--- src/rtl/prbs_pkg.sv ---
// Shared types and constants for the PRBS15 BER run sequencer
// and its generator/checker pair.
package prbs_pkg;

  localparam int CNT_W_DEF = 32;

  typedef logic [2:0] state_t;

  localparam state_t S_IDLE  = 3'd0;
  localparam state_t S_RESET = 3'd1;
  localparam state_t S_WAIT  = 3'd2;
  localparam state_t S_MEAS  = 3'd3;
  localparam state_t S_STOP  = 3'd4;
  localparam state_t S_DONE  = 3'd5;

  typedef struct packed {
    logic timeout_err;
    logic lock_lost;
    logic aborted;
  } flags_t;

  // x^15 + x^14 + 1
  localparam int          PRBS15_LEN  = 15;
  localparam logic [14:0] PRBS15_POLY = 15'h6000;
  localparam logic [14:0] PRBS15_SEED = 15'h7FFF;

  function automatic logic [14:0] prbs15_step(
    input logic [14:0] s
  );
    return {s[13:0], s[14] ^ s[13]};
  endfunction

endpackage

--- src/rtl/prbs_ber_sequencer_if.sv ---
// Control/status and link-side bundle of the BER run sequencer.
// master = software + checker side, slave = sequencer.
interface prbs_ber_sequencer_if
  import prbs_pkg::*;
#(
  parameter int CNT_W = CNT_W_DEF
);
  logic             start;
  logic             abort;
  logic [CNT_W-1:0] window_cycles;
  logic [15:0]      lock_timeout;
  logic             locked;
  logic [CNT_W-1:0] bit_errors;
  logic             prbs_reset;
  logic             ber_stop;
  logic             busy;
  logic             done;
  logic             timeout_err;
  logic             lock_lost;
  logic             aborted;
  logic [CNT_W-1:0] error_count;
  logic [CNT_W-1:0] cycles_run;

  modport master (
    output start, abort, window_cycles,
    output lock_timeout, locked, bit_errors,
    input  prbs_reset, ber_stop, busy, done,
    input  timeout_err, lock_lost, aborted,
    input  error_count, cycles_run
  );

  modport slave (
    input  start, abort, window_cycles,
    input  lock_timeout, locked, bit_errors,
    output prbs_reset, ber_stop, busy, done,
    output timeout_err, lock_lost, aborted,
    output error_count, cycles_run
  );
endinterface

--- src/rtl/prbs_ber_window_cnt.sv ---
// Loadable up/down counter, floor at 0, saturating at all-ones,
// with a programmable terminal-count compare.
module prbs_ber_window_cnt #(
  parameter int W = 32
) (
  input  logic         clk,
  input  logic         reset_n,
  input  logic         load_i,
  input  logic [W-1:0] load_val_i,
  input  logic         inc_i,
  input  logic         dec_i,
  input  logic [W-1:0] tc_val_i,
  output logic [W-1:0] cnt_o,
  output logic         tc_o
);
  localparam logic [W-1:0] ONE = W'(1);

  logic [W-1:0] cnt_q, cnt_d;

  always_comb begin
    cnt_d = cnt_q;
    if (load_i)
      cnt_d = load_val_i;
    else if (dec_i && cnt_q != '0)
      cnt_d = cnt_q - ONE;
    else if (inc_i && !(&cnt_q))
      cnt_d = cnt_q + ONE;
  end

  always_ff @(posedge clk) begin
    if (!reset_n)
      cnt_q <= '0;
    else
      cnt_q <= cnt_d;
  end

  assign cnt_o = cnt_q;
  assign tc_o  = (cnt_q == tc_val_i);
endmodule

--- src/rtl/prbs_ber_sequencer.sv ---
// Run-control FSM for one PRBS15 loopback lane: reset, lock,
// timed measurement window, stop/settle and error-delta latch.
module prbs_ber_sequencer
  import prbs_pkg::*;
#(
  parameter int RST_CYCLES  = 8,
  parameter int STOP_SETTLE = 4,
  parameter int CNT_W       = CNT_W_DEF
) (
  input logic                 clk,
  input logic                 reset_n,
  prbs_ber_sequencer_if.slave bus
);
  localparam logic [CNT_W-1:0] ONE    = CNT_W'(1);
  localparam logic [CNT_W-1:0] RST_LD =
    CNT_W'(RST_CYCLES - 1);
  localparam logic [CNT_W-1:0] STP_LD =
    CNT_W'(STOP_SETTLE - 1);

  state_t           state_q, state_d;
  flags_t           flags_q, flags_d;
  logic [CNT_W-1:0] base_q, base_d;
  logic [CNT_W-1:0] err_q, err_d;
  logic             stop_q, stop_d;

  logic             ph_load, ph_inc, ph_dec, ph_tc;
  logic [CNT_W-1:0] ph_val, ph_tcv, ph_cnt;
  logic             cr_load, cr_inc, cr_tc;
  logic [CNT_W-1:0] cr_cnt;
  logic             win_end;

  // One counter serves RESET (down), WAIT_LOCK (up), STOP (down)
  assign ph_tcv = (state_q == S_WAIT)
                ? CNT_W'(bus.lock_timeout) - ONE
                : '0;

  prbs_ber_window_cnt #(.W(CNT_W)) u_phase (
    .clk        (clk),
    .reset_n    (reset_n),
    .load_i     (ph_load),
    .load_val_i (ph_val),
    .inc_i      (ph_inc),
    .dec_i      (ph_dec),
    .tc_val_i   (ph_tcv),
    .cnt_o      (ph_cnt),
    .tc_o       (ph_tc)
  );

  prbs_ber_window_cnt #(.W(CNT_W)) u_run (
    .clk        (clk),
    .reset_n    (reset_n),
    .load_i     (cr_load),
    .load_val_i ('0),
    .inc_i      (cr_inc),
    .dec_i      (1'b0),
    .tc_val_i   (bus.window_cycles - ONE),
    .cnt_o      (cr_cnt),
    .tc_o       (cr_tc)
  );

  assign win_end = (bus.window_cycles != '0) && cr_tc;

  always_comb begin
    state_d = state_q;
    flags_d = flags_q;
    base_d  = base_q;
    err_d   = err_q;
    ph_load = 1'b0;
    ph_val  = '0;
    ph_inc  = 1'b0;
    ph_dec  = 1'b0;
    cr_load = 1'b0;
    cr_inc  = 1'b0;
    unique case (1'b1)
      (state_q == S_IDLE): begin
        if (bus.start && !bus.abort) begin
          state_d = S_RESET;
          flags_d = '0;
          err_d   = '0;
          cr_load = 1'b1;
          ph_load = 1'b1;
          ph_val  = RST_LD;
        end
      end
      (state_q == S_RESET): begin
        if (bus.abort) begin
          state_d         = S_DONE;
          flags_d.aborted = 1'b1;
        end else if (ph_tc) begin
          state_d = S_WAIT;
          ph_load = 1'b1;
        end else begin
          ph_dec = 1'b1;
        end
      end
      (state_q == S_WAIT): begin
        if (bus.abort) begin
          state_d         = S_DONE;
          flags_d.aborted = 1'b1;
        end else if (bus.locked) begin
          state_d = S_MEAS;
          base_d  = bus.bit_errors;
          cr_load = 1'b1;
        end else if (bus.lock_timeout != '0 && ph_tc) begin
          state_d             = S_STOP;
          flags_d.timeout_err = 1'b1;
          ph_load             = 1'b1;
          ph_val              = STP_LD;
        end else begin
          ph_inc = 1'b1;
        end
      end
      (state_q == S_MEAS): begin
        // a cycle with lock low is never counted
        cr_inc = bus.locked;
        if (bus.abort || !bus.locked || win_end) begin
          state_d = S_STOP;
          ph_load = 1'b1;
          ph_val  = STP_LD;
          if (bus.abort)
            flags_d.aborted = 1'b1;
          else if (!bus.locked)
            flags_d.lock_lost = 1'b1;
        end
      end
      (state_q == S_STOP): begin
        if (ph_tc) begin
          state_d = S_DONE;
          if (!flags_q.timeout_err)
            err_d = bus.bit_errors - base_q;
        end else begin
          ph_dec = 1'b1;
        end
      end
      (state_q == S_DONE): state_d = S_IDLE;
      default:             state_d = S_IDLE;
    endcase
    // stop stays up through DONE only when a STOP phase ran
    stop_d = (state_d == S_STOP)
          || (state_d == S_DONE && state_q == S_STOP);
  end

  always_ff @(posedge clk) begin
    if (!reset_n) begin
      state_q <= S_IDLE;
      flags_q <= '0;
      base_q  <= '0;
      err_q   <= '0;
      stop_q  <= 1'b0;
    end else begin
      state_q <= state_d;
      flags_q <= flags_d;
      base_q  <= base_d;
      err_q   <= err_d;
      stop_q  <= stop_d;
    end
  end

  assign bus.prbs_reset  = !(state_q == S_WAIT
                          || state_q == S_MEAS
                          || state_q == S_STOP);
  assign bus.ber_stop    = stop_q;
  assign bus.busy        = (state_q != S_IDLE);
  assign bus.done        = (state_q == S_DONE);
  assign bus.timeout_err = flags_q.timeout_err;
  assign bus.lock_lost   = flags_q.lock_lost;
  assign bus.aborted     = flags_q.aborted;
  assign bus.error_count = err_q;
  assign bus.cycles_run  = cr_cnt;
endmodule
--- src/flat_wrapper.sv ---
// flat-port wrapper written by rule: the top's interface ports become plain ports
module prbs_ber_sequencer_flat import prbs_pkg::*;
#(
  parameter int RST_CYCLES  = 8,
  parameter int STOP_SETTLE = 4,
  parameter int CNT_W       = CNT_W_DEF
)
  (clk, reset_n, bus_start, bus_abort, bus_window_cycles, bus_lock_timeout, bus_locked, bus_bit_errors, bus_prbs_reset, bus_ber_stop, bus_busy, bus_done, bus_timeout_err, bus_lock_lost, bus_aborted, bus_error_count, bus_cycles_run);
  prbs_ber_sequencer_if #(.CNT_W(CNT_W)) bus_i ();
  input logic clk;
  input logic reset_n;
  input wire logic [$bits(bus_i.start)-1:0] bus_start;
  input wire logic [$bits(bus_i.abort)-1:0] bus_abort;
  input wire logic [$bits(bus_i.window_cycles)-1:0] bus_window_cycles;
  input wire logic [$bits(bus_i.lock_timeout)-1:0] bus_lock_timeout;
  input wire logic [$bits(bus_i.locked)-1:0] bus_locked;
  input wire logic [$bits(bus_i.bit_errors)-1:0] bus_bit_errors;
  output wire logic [$bits(bus_i.prbs_reset)-1:0] bus_prbs_reset;
  output wire logic [$bits(bus_i.ber_stop)-1:0] bus_ber_stop;
  output wire logic [$bits(bus_i.busy)-1:0] bus_busy;
  output wire logic [$bits(bus_i.done)-1:0] bus_done;
  output wire logic [$bits(bus_i.timeout_err)-1:0] bus_timeout_err;
  output wire logic [$bits(bus_i.lock_lost)-1:0] bus_lock_lost;
  output wire logic [$bits(bus_i.aborted)-1:0] bus_aborted;
  output wire logic [$bits(bus_i.error_count)-1:0] bus_error_count;
  output wire logic [$bits(bus_i.cycles_run)-1:0] bus_cycles_run;
  assign bus_i.start = bus_start;
  assign bus_i.abort = bus_abort;
  assign bus_i.window_cycles = bus_window_cycles;
  assign bus_i.lock_timeout = bus_lock_timeout;
  assign bus_i.locked = bus_locked;
  assign bus_i.bit_errors = bus_bit_errors;
  assign bus_prbs_reset = bus_i.prbs_reset;
  assign bus_ber_stop = bus_i.ber_stop;
  assign bus_busy = bus_i.busy;
  assign bus_done = bus_i.done;
  assign bus_timeout_err = bus_i.timeout_err;
  assign bus_lock_lost = bus_i.lock_lost;
  assign bus_aborted = bus_i.aborted;
  assign bus_error_count = bus_i.error_count;
  assign bus_cycles_run = bus_i.cycles_run;
  prbs_ber_sequencer #(.RST_CYCLES(RST_CYCLES), .STOP_SETTLE(STOP_SETTLE), .CNT_W(CNT_W)) u_core (.clk(clk), .reset_n(reset_n), .bus(bus_i));
endmodule
--- config.mk ---
export PLATFORM = sky130hd
export DESIGN_NAME = prbs_ber_sequencer_flat
export DESIGN_NICKNAME = d
export VERILOG_FILES = /design/src/rtl/prbs_pkg.sv /design/src/rtl/prbs_ber_sequencer_if.sv /design/src/rtl/prbs_ber_window_cnt.sv /design/src/rtl/prbs_ber_sequencer.sv /design/src/flat_wrapper.sv
export SDC_FILE = /design/constraint.sdc
export NUM_CORES = 1
export LEC_CHECK = 0
export ABC_CLOCK_PERIOD_IN_PS = 22700
export BUFFER_PORTS_ARGS = -buffer_cell sky130_fd_sc_hd__buf_2
export CAP_MARGIN = 10
export CORE_MARGIN = 2
export CORE_UTILIZATION = 62
export DETAILED_ROUTE_END_ITERATION = 10
export PLACE_DENSITY = 0.95
export SLEW_MARGIN = 20
export SYNTH_ARGS = -nofsm -noshare
export SYNTH_HDL_FRONTEND = slang
export SYNTH_SLANG_ARGS = --single-unit
--- constraint.sdc ---
create_clock -name clk -period 22.7 [get_ports clk]
set_input_delay 4.54 -clock clk [delete_from_list [all_inputs] [get_ports clk]]
set_output_delay 4.54 -clock clk [all_outputs]
set_load 0.05 [all_outputs]
# Word-level counts from Yosys, hierarchy flattened

Index checks and enable logic that the tools add are counted.

Add/sub/neg operators: 6
Eq/ne operators: 18
Multiplexer cells: 53
Bitwise logic cells: 2
Reduce and logical (&&, ||, !) cells: 36

Operators by type and width:

| kind                                                                 | count |
|---|---|
| 32-bit 2-to-1 mux                                                    | 8 |
| 32-bit case mux with 3 select lines                                  | 1 |
| 32-bit by 1-bit adder with 32-bit output, second input constant      | 2 |
| 32-bit == test                                                       | 2 |
| 32-bit case mux with 2 select lines                                  | 1 |
| 32-bit AND reduction                                                 | 2 |
| 32-bit nonzero test                                                  | 2 |
| 32-bit by 1-bit subtractor with 32-bit output, second input constant | 2 |
| 32-bit subtractor                                                    | 1 |
| 3-bit 2-to-1 mux                                                     | 10 |
| 1-bit 2-to-1 mux                                                     | 22 |
| 16-bit by 1-bit subtractor with 17-bit output, second input constant | 1 |
| 2-bit inequality test, second input constant                         | 8 |
| 16-bit nonzero test                                                  | 1 |
| 3-bit case mux with 5 select lines                                   | 1 |
| 3-bit == test, second input constant                                 | 4 |
| 5-bit AND reduction                                                  | 2 |
| 3-bit nonzero test                                                   | 3 |
| 2-bit 2-to-1 mux                                                     | 4 |
| 1-bit case mux with 2 select lines                                   | 4 |
| 1-bit logical AND                                                    | 7 |
| 3-bit by 2-bit == test with 1-bit output, second input constant      | 2 |
| 3-bit AND reduction                                                  | 2 |
| 2-bit nonzero test                                                   | 3 |
| other kinds (10)                                                     | 20 |

Register bits after elaboration: 135
Bits of input ports: 85
Output and inout bits: 71
Logic and storage cells: 124

# Depth between registers and ports, before layout

Depth after elaboration: 12
Gate-level depth with buffers: 18
Mapped depth without buffers: 16

# Hierarchy

From an unflattened synthesis, not the netlist that was laid out.

Cells, all modules: 1630
Area total of the unflattened synthesis: 12196.7 um^2

By module, submodules not included:

| module              | times used | cells each | area an instance (um^2) | sequential area each (um^2) |
|---|---|---|---|---|
| prbs_ber_window_cnt | 2          | 451        | 3419.5                  | 640.6 |
| prbs_ber_sequencer  | 1          | 728        | 5357.6                  | 1421.4 |

# Worst setup path after synthesis

OpenSTA, ideal clock, no wires.

Path type: input -> register
Start point: input port bus_abort
End point: register u_core.u_phase.cnt_q[30], in the netlist u_core.u_phase.cnt_o[30]
Library setup time: 0.074 ns
Arrival time: 10.155 ns
Required time: 22.626 ns
Setup slack: 12.471 ns
Cell stages on the path: 15
Buffers on the path: 1
Cells stage by stage: clkbuf_1 -> or2_2 -> a221oi_1 -> ha_1 -> a21o_1 -> a221oi_1 -> o21ai_0 -> a31o_2 -> nand3_1 -> a41oi_1 -> a2111oi_0 -> nor2_1 -> nor4_1 -> o311ai_0 -> a31oi_1

Cells in the longest elaborated chain, start to end: 5
Elaborated cells between the ends (all ways): 18
Classes of those cells: mux (11); reduce/logical (7)

RTL lines:

| element                                                                  | RTL line                                            | text |
|---|---|---|
| start, declared                                                          | flat_wrapper.sv:13                                  | `input wire logic [$bits(bus_i.abort)-1:0] bus_abort;` |
| 1-bit logical OR, or another cell as far along (2 in series)             | prbs_ber_sequencer.sv:116                           | `if (bus.abort \|\| !bus.locked \|\| win_end) begin` |
| 1-bit 2-to-1 mux, or another cell as far along                           | prbs_ber_sequencer.sv:116                           |  |
| 1-bit case mux with 4 select lines or 32-bit 2-to-1 mux (tied branches)  | prbs_ber_sequencer.sv:74, prbs_ber_window_cnt.sv:24 |  |
| 3-bit nonzero test (no source line) or 32-bit 2-to-1 mux (tied branches) | -                                                   |  |
| end signal, assigned                                                     | prbs_ber_window_cnt.sv:34                           | `cnt_q <= cnt_d;` |
| end, declared                                                            | prbs_ber_window_cnt.sv:18                           | `logic [W-1:0] cnt_q, cnt_d;` |

Parallel ways exist; a longest one is shown, timed or not.
A chain may end at the register's enable or synchronous reset.

# Final worst setup path

Start point: input port bus_lock_timeout[0]
End point: register u_core.err_q[3], in the netlist u_core.bus.error_count[3]

Cells in the longest elaborated chain, start to end: 5

RTL lines:

| element                                                           | RTL line                  | text |
|---|---|---|
| start, declared                                                   | flat_wrapper.sv:15        | `input wire logic [$bits(bus_i.lock_timeout)-1:0] bus_lock_timeout;` |
| 16-bit by 1-bit subtractor with 17-bit output                     | prbs_ber_sequencer.sv:34  | `? CNT_W'(bus.lock_timeout) - ONE` |
| 32-bit 2-to-1 mux                                                 | prbs_ber_sequencer.sv:34  |  |
| 32-bit == test                                                    | prbs_ber_window_cnt.sv:38 | `assign tc_o = (cnt_q == tc_val_i);` |
| 2-bit by 1-bit inequality test with 1-bit output (no source line) | -                         |  |
| 4-bit AND reduction (no source line)                              | -                         |  |
| end signal, assigned                                              | prbs_ber_sequencer.sv:154 | `err_q <= err_d;` |
| end, declared                                                     | prbs_ber_sequencer.sv:23  | `logic [CNT_W-1:0] err_q, err_d;` |

No other way between the ends.

==> flow_summary.yaml <==
worst_hold_path:
  min_path_type: "register to register"
detailed_routing:
  drt_wl_total_mm: 29.50
  vias_per_cell: 6.491
  routedWlPerCell_um: 17.62
  vias: 10870
  ant_nets: 0
  drc: 0
  drtIter0Drc: 931
  first_pass_iters: 5
pwr:
  ir_drop_mv: 0.07447
  powerDensity_nw_per_um2: 79.10
  pwr-share-seq_pct: 29.9
  p_clk_share_pct: 30.8
  sw_frac_of_total_pct: 40.08
  p_int_mw: 0.5529
  power_mw: 0.9227
  leakagePower_nw: 4.758
  combPwrFrac_pct: 39.4
  p_sw_mw: 0.3698
floorplanning:
  ios: 156
  die-area_sq_um: 17520
  coreArea_sq_um: 16000
  die_y_um: 132.4
  die_w_um: 132.4
  rows: 46
  start_util_pct: 63.83
final_layout:
  final_net_count: 1595
  seq_area_sq_um: 2703
  drive_gt1_share_pct: 15.17
  utilization_pct: 72.90
  num-fill-cells: 1162
  multi_input_area_sq_um: 7049
  area_delta_synth_final_pct: 14.21
synth:
  async_reset_ff_share_pct: 0
  synth_top_area_share_pct: 26.46
  avgSynthCellArea_sq_um: 7.720
  yosysSeqAreaShare_pct: 26.46
  synth_area_leaders: "dfxtp_1 26%, ha_1 7.8%, xnor2_1 5.8%, nor2_1 5.1%, nand2_1 5.0%"
  synthesis.nets: 1474
  syn_inst: 1323
  yosysTopAreaCell: "dfxtp_1"
  yosysWarnings: 0
  syn_area_sq_um: 10210
  synth_top_flop_cell: "dfxtp_1"
  ys_ff_latch: 135
  synth_edf_count: 0
  synth.distinct_cells: 77
worst_setup_path:
  cp_max_fo: 32
  cp_common_cell: "or4b_1"
  slowest_stage: "nand2_1"
  start_kind: "input pin"
  endpoint_kind: "register"
  critPathKind: "input pin to register"
  cp_cell_sequence: "buf_2 > inv_1 > ha_1 > or4b_1 > nor4_4 > xnor2_1 > or4b_1 > o22ai_1 > o21ai_1 > or4b_4 > o21ai_0 > nand2_1 > a22oi_1 > nor2_1"
  critPathRequiredTime_ns: 22.99
  arrival_ns: 9.00
  critPathMaxStageDelay_ns: 0.65
clock_network:
  path_clk_slew_ns: 0.06
  cts_buffers: 17
  post_cts_resized: 0
  cts_hold_buf: 0
  cts_htree_levels: 4
  cts_root_buf: "clkbuf_16"
  cts.sinks: 135
  clk_latency_ns: 0.44
  cts_setup_buffers: 0
  cts_tree: "done"
  clockBufferDepth: 2
global_routing:
  grt_max_degree: 66
  grt_pass1_vias: 10340
  grt_pass1_wl_mm: 48.85
  antenna_found_initial: 1
  grt.overflow.total: 0
  track_usage_pct: 33.43
sta:
  min_period_over_period_pct: 38.40
  tns_ns: 0
  hold_violations: 0
  fin_crit_ns: 8.717
  setup_violations: 0
  max_freq_mhz: 114.7
  slew_viol_final: 0
  worstMarginPinSlew_ns: 1.118
  rsz0062_at_grt: "false"
  slew_headroom_pct: 25.30
  hold_ws_ns: 0.4555
  skew_ns: 0.006560
placement:
  hpwlAfterDp_mm: 20.39
  gp_congestion: 0.9455
  port_buffers: 155
status:
  outcome: "completed"
run:
  max_cap_viol_count: 0
metal layers:
metal	vias to the layer above	global-route usage, %	wire (um)
li1	5038	-	-
met1	5022	40.34	11520
met2	645	55.81	14100
met3	161	5.613	2263
met4	0	20.13	1611
met5	-	0	0
worst max-delay path, delay by kind of cell:
family	cells	cell delay (ns)
simple gates	6	2.85
buf+inv	2	0.23
compound gates	4	0.98
xor+xnor	1	0.17
fa+ha+maj	1	0.21
sequential cells by signal, indices dropped and copies added, names as in the netlist:
signal / cells
u_core.base_q: 32
u_core.bus.aborted: 1
u_core.bus.ber_stop: 1
u_core.bus.timeout_err: 1
u_core.bus.lock_lost: 1
u_core.state_q: 3
u_core.u_phase.cnt_o: 32
u_core.bus.error_count: 32
u_core.u_run.cnt_o: 32
cells by family after synthesis:
| kind of cell | synth area share [%] |
|---|---|
| buffers and inverters | 4.765 |
| XOR/XNOR | 11.03 |
| multiplexers | 3.234 |
| flip-flops | 26.46 |
| AO/OA/AOI/OAI | 20.54 |
| AND/OR/NAND/NOR | 25.74 |
| adder cells (fa/ha/maj) | 8.232 |
layout by cell type, fill, tap and decap left out, types with 5 or more instances in the layout:
cell	instances
a211o_1	5
a211oi_1	11
a21o_1	28
a21oi_1	98
a22oi_1	25
a31oi_1	16
a32oi_1	5
and2_1	7
and3_1	15
buf_2	155
buf_4	6
clkbuf_16	17
dfxtp_1	135
ha_1	64
inv_1	58
mux2i_1	33
nand2_1	136
nand2b_1	7
nand3_1	40
nand3b_1	6
nand4_1	29
nor2_1	138
nor2b_1	15
nor3_1	33
nor3b_1	7
nor4_1	22
o211ai_1	13
o21a_1	10
o21ai_0	47
o21bai_1	10
o31ai_1	6
or2_2	9
or3_1	15
or4_1	14
or4b_1	5
xnor2_1	68
xor2_1	58
path summary, 6_finish.rpt:
| path | start | slack [ns] | to | depth (start not counted) |
|---|---|---|---|---|
| min | u_core.base_q[16] | 0.46 | u_core.base_q[16] | 2 |
| min reg2reg | u_core.base_q[16] | 0.46 | u_core.base_q[16] | 2 |
| max | bus_lock_timeout[0] | 13.98 | u_core.bus.error_count[3] | 14 |
| max reg2reg | u_core.u_phase.cnt_o[0] | 17.47 | u_core.u_phase.cnt_o[30] | 16 |
cell usage after synthesis (29+ instances only):
library cell and n:
nor2_1 138, nand3_1 40, ha_1 64, a21oi_1 98, xnor2_1 68, clkbuf_1 40, nand4_1 29, nor3_1 34
o21ai_0 47, dfxtp_1 135, inv_1 59, mux2i_1 33, nand2_1 137, xor2_1 58
per-stage QoR:
step	cells	setup slack [ns]	instance area [sq um]
5_1_grt	1674	13.68	11660
4_1_cts	1673	14.05	11660
6_report	1674	13.98	11660
2_1_floorplan	1323	12.47	10210
3_5_place_dp	1641	13.64	11060
3_3_place_gp	1641	13.86	11060
power by group through the flow:
stage          Sequential (mW)  Clock, mW  Combinational, mW
2_1_floorplan            0.288          0              0.257
3_3_place_gp             0.278          0              0.333
3_5_place_dp             0.279          0              0.343
4_1_cts                  0.274      0.284              0.355
5_1_grt                  0.277      0.295              0.392
6_report                 0.276      0.284              0.363
area by class of cell:
| class | count | share of cell area [%] |
|---|---|---|
| antenna | 1 | 0.02145 |
| tap | 216 | 2.317 |
| clock inverter | 13 | 1.234 |
| timing repair buffer | 161 | 7.036 |
| multi-input combinational | 1070 | 60.43 |
| inverter | 59 | 1.909 |
| sequential | 135 | 23.17 |
| clock buffer | 19 | 3.883 |
No activity file was read; power rests on OpenSTA's default activity.
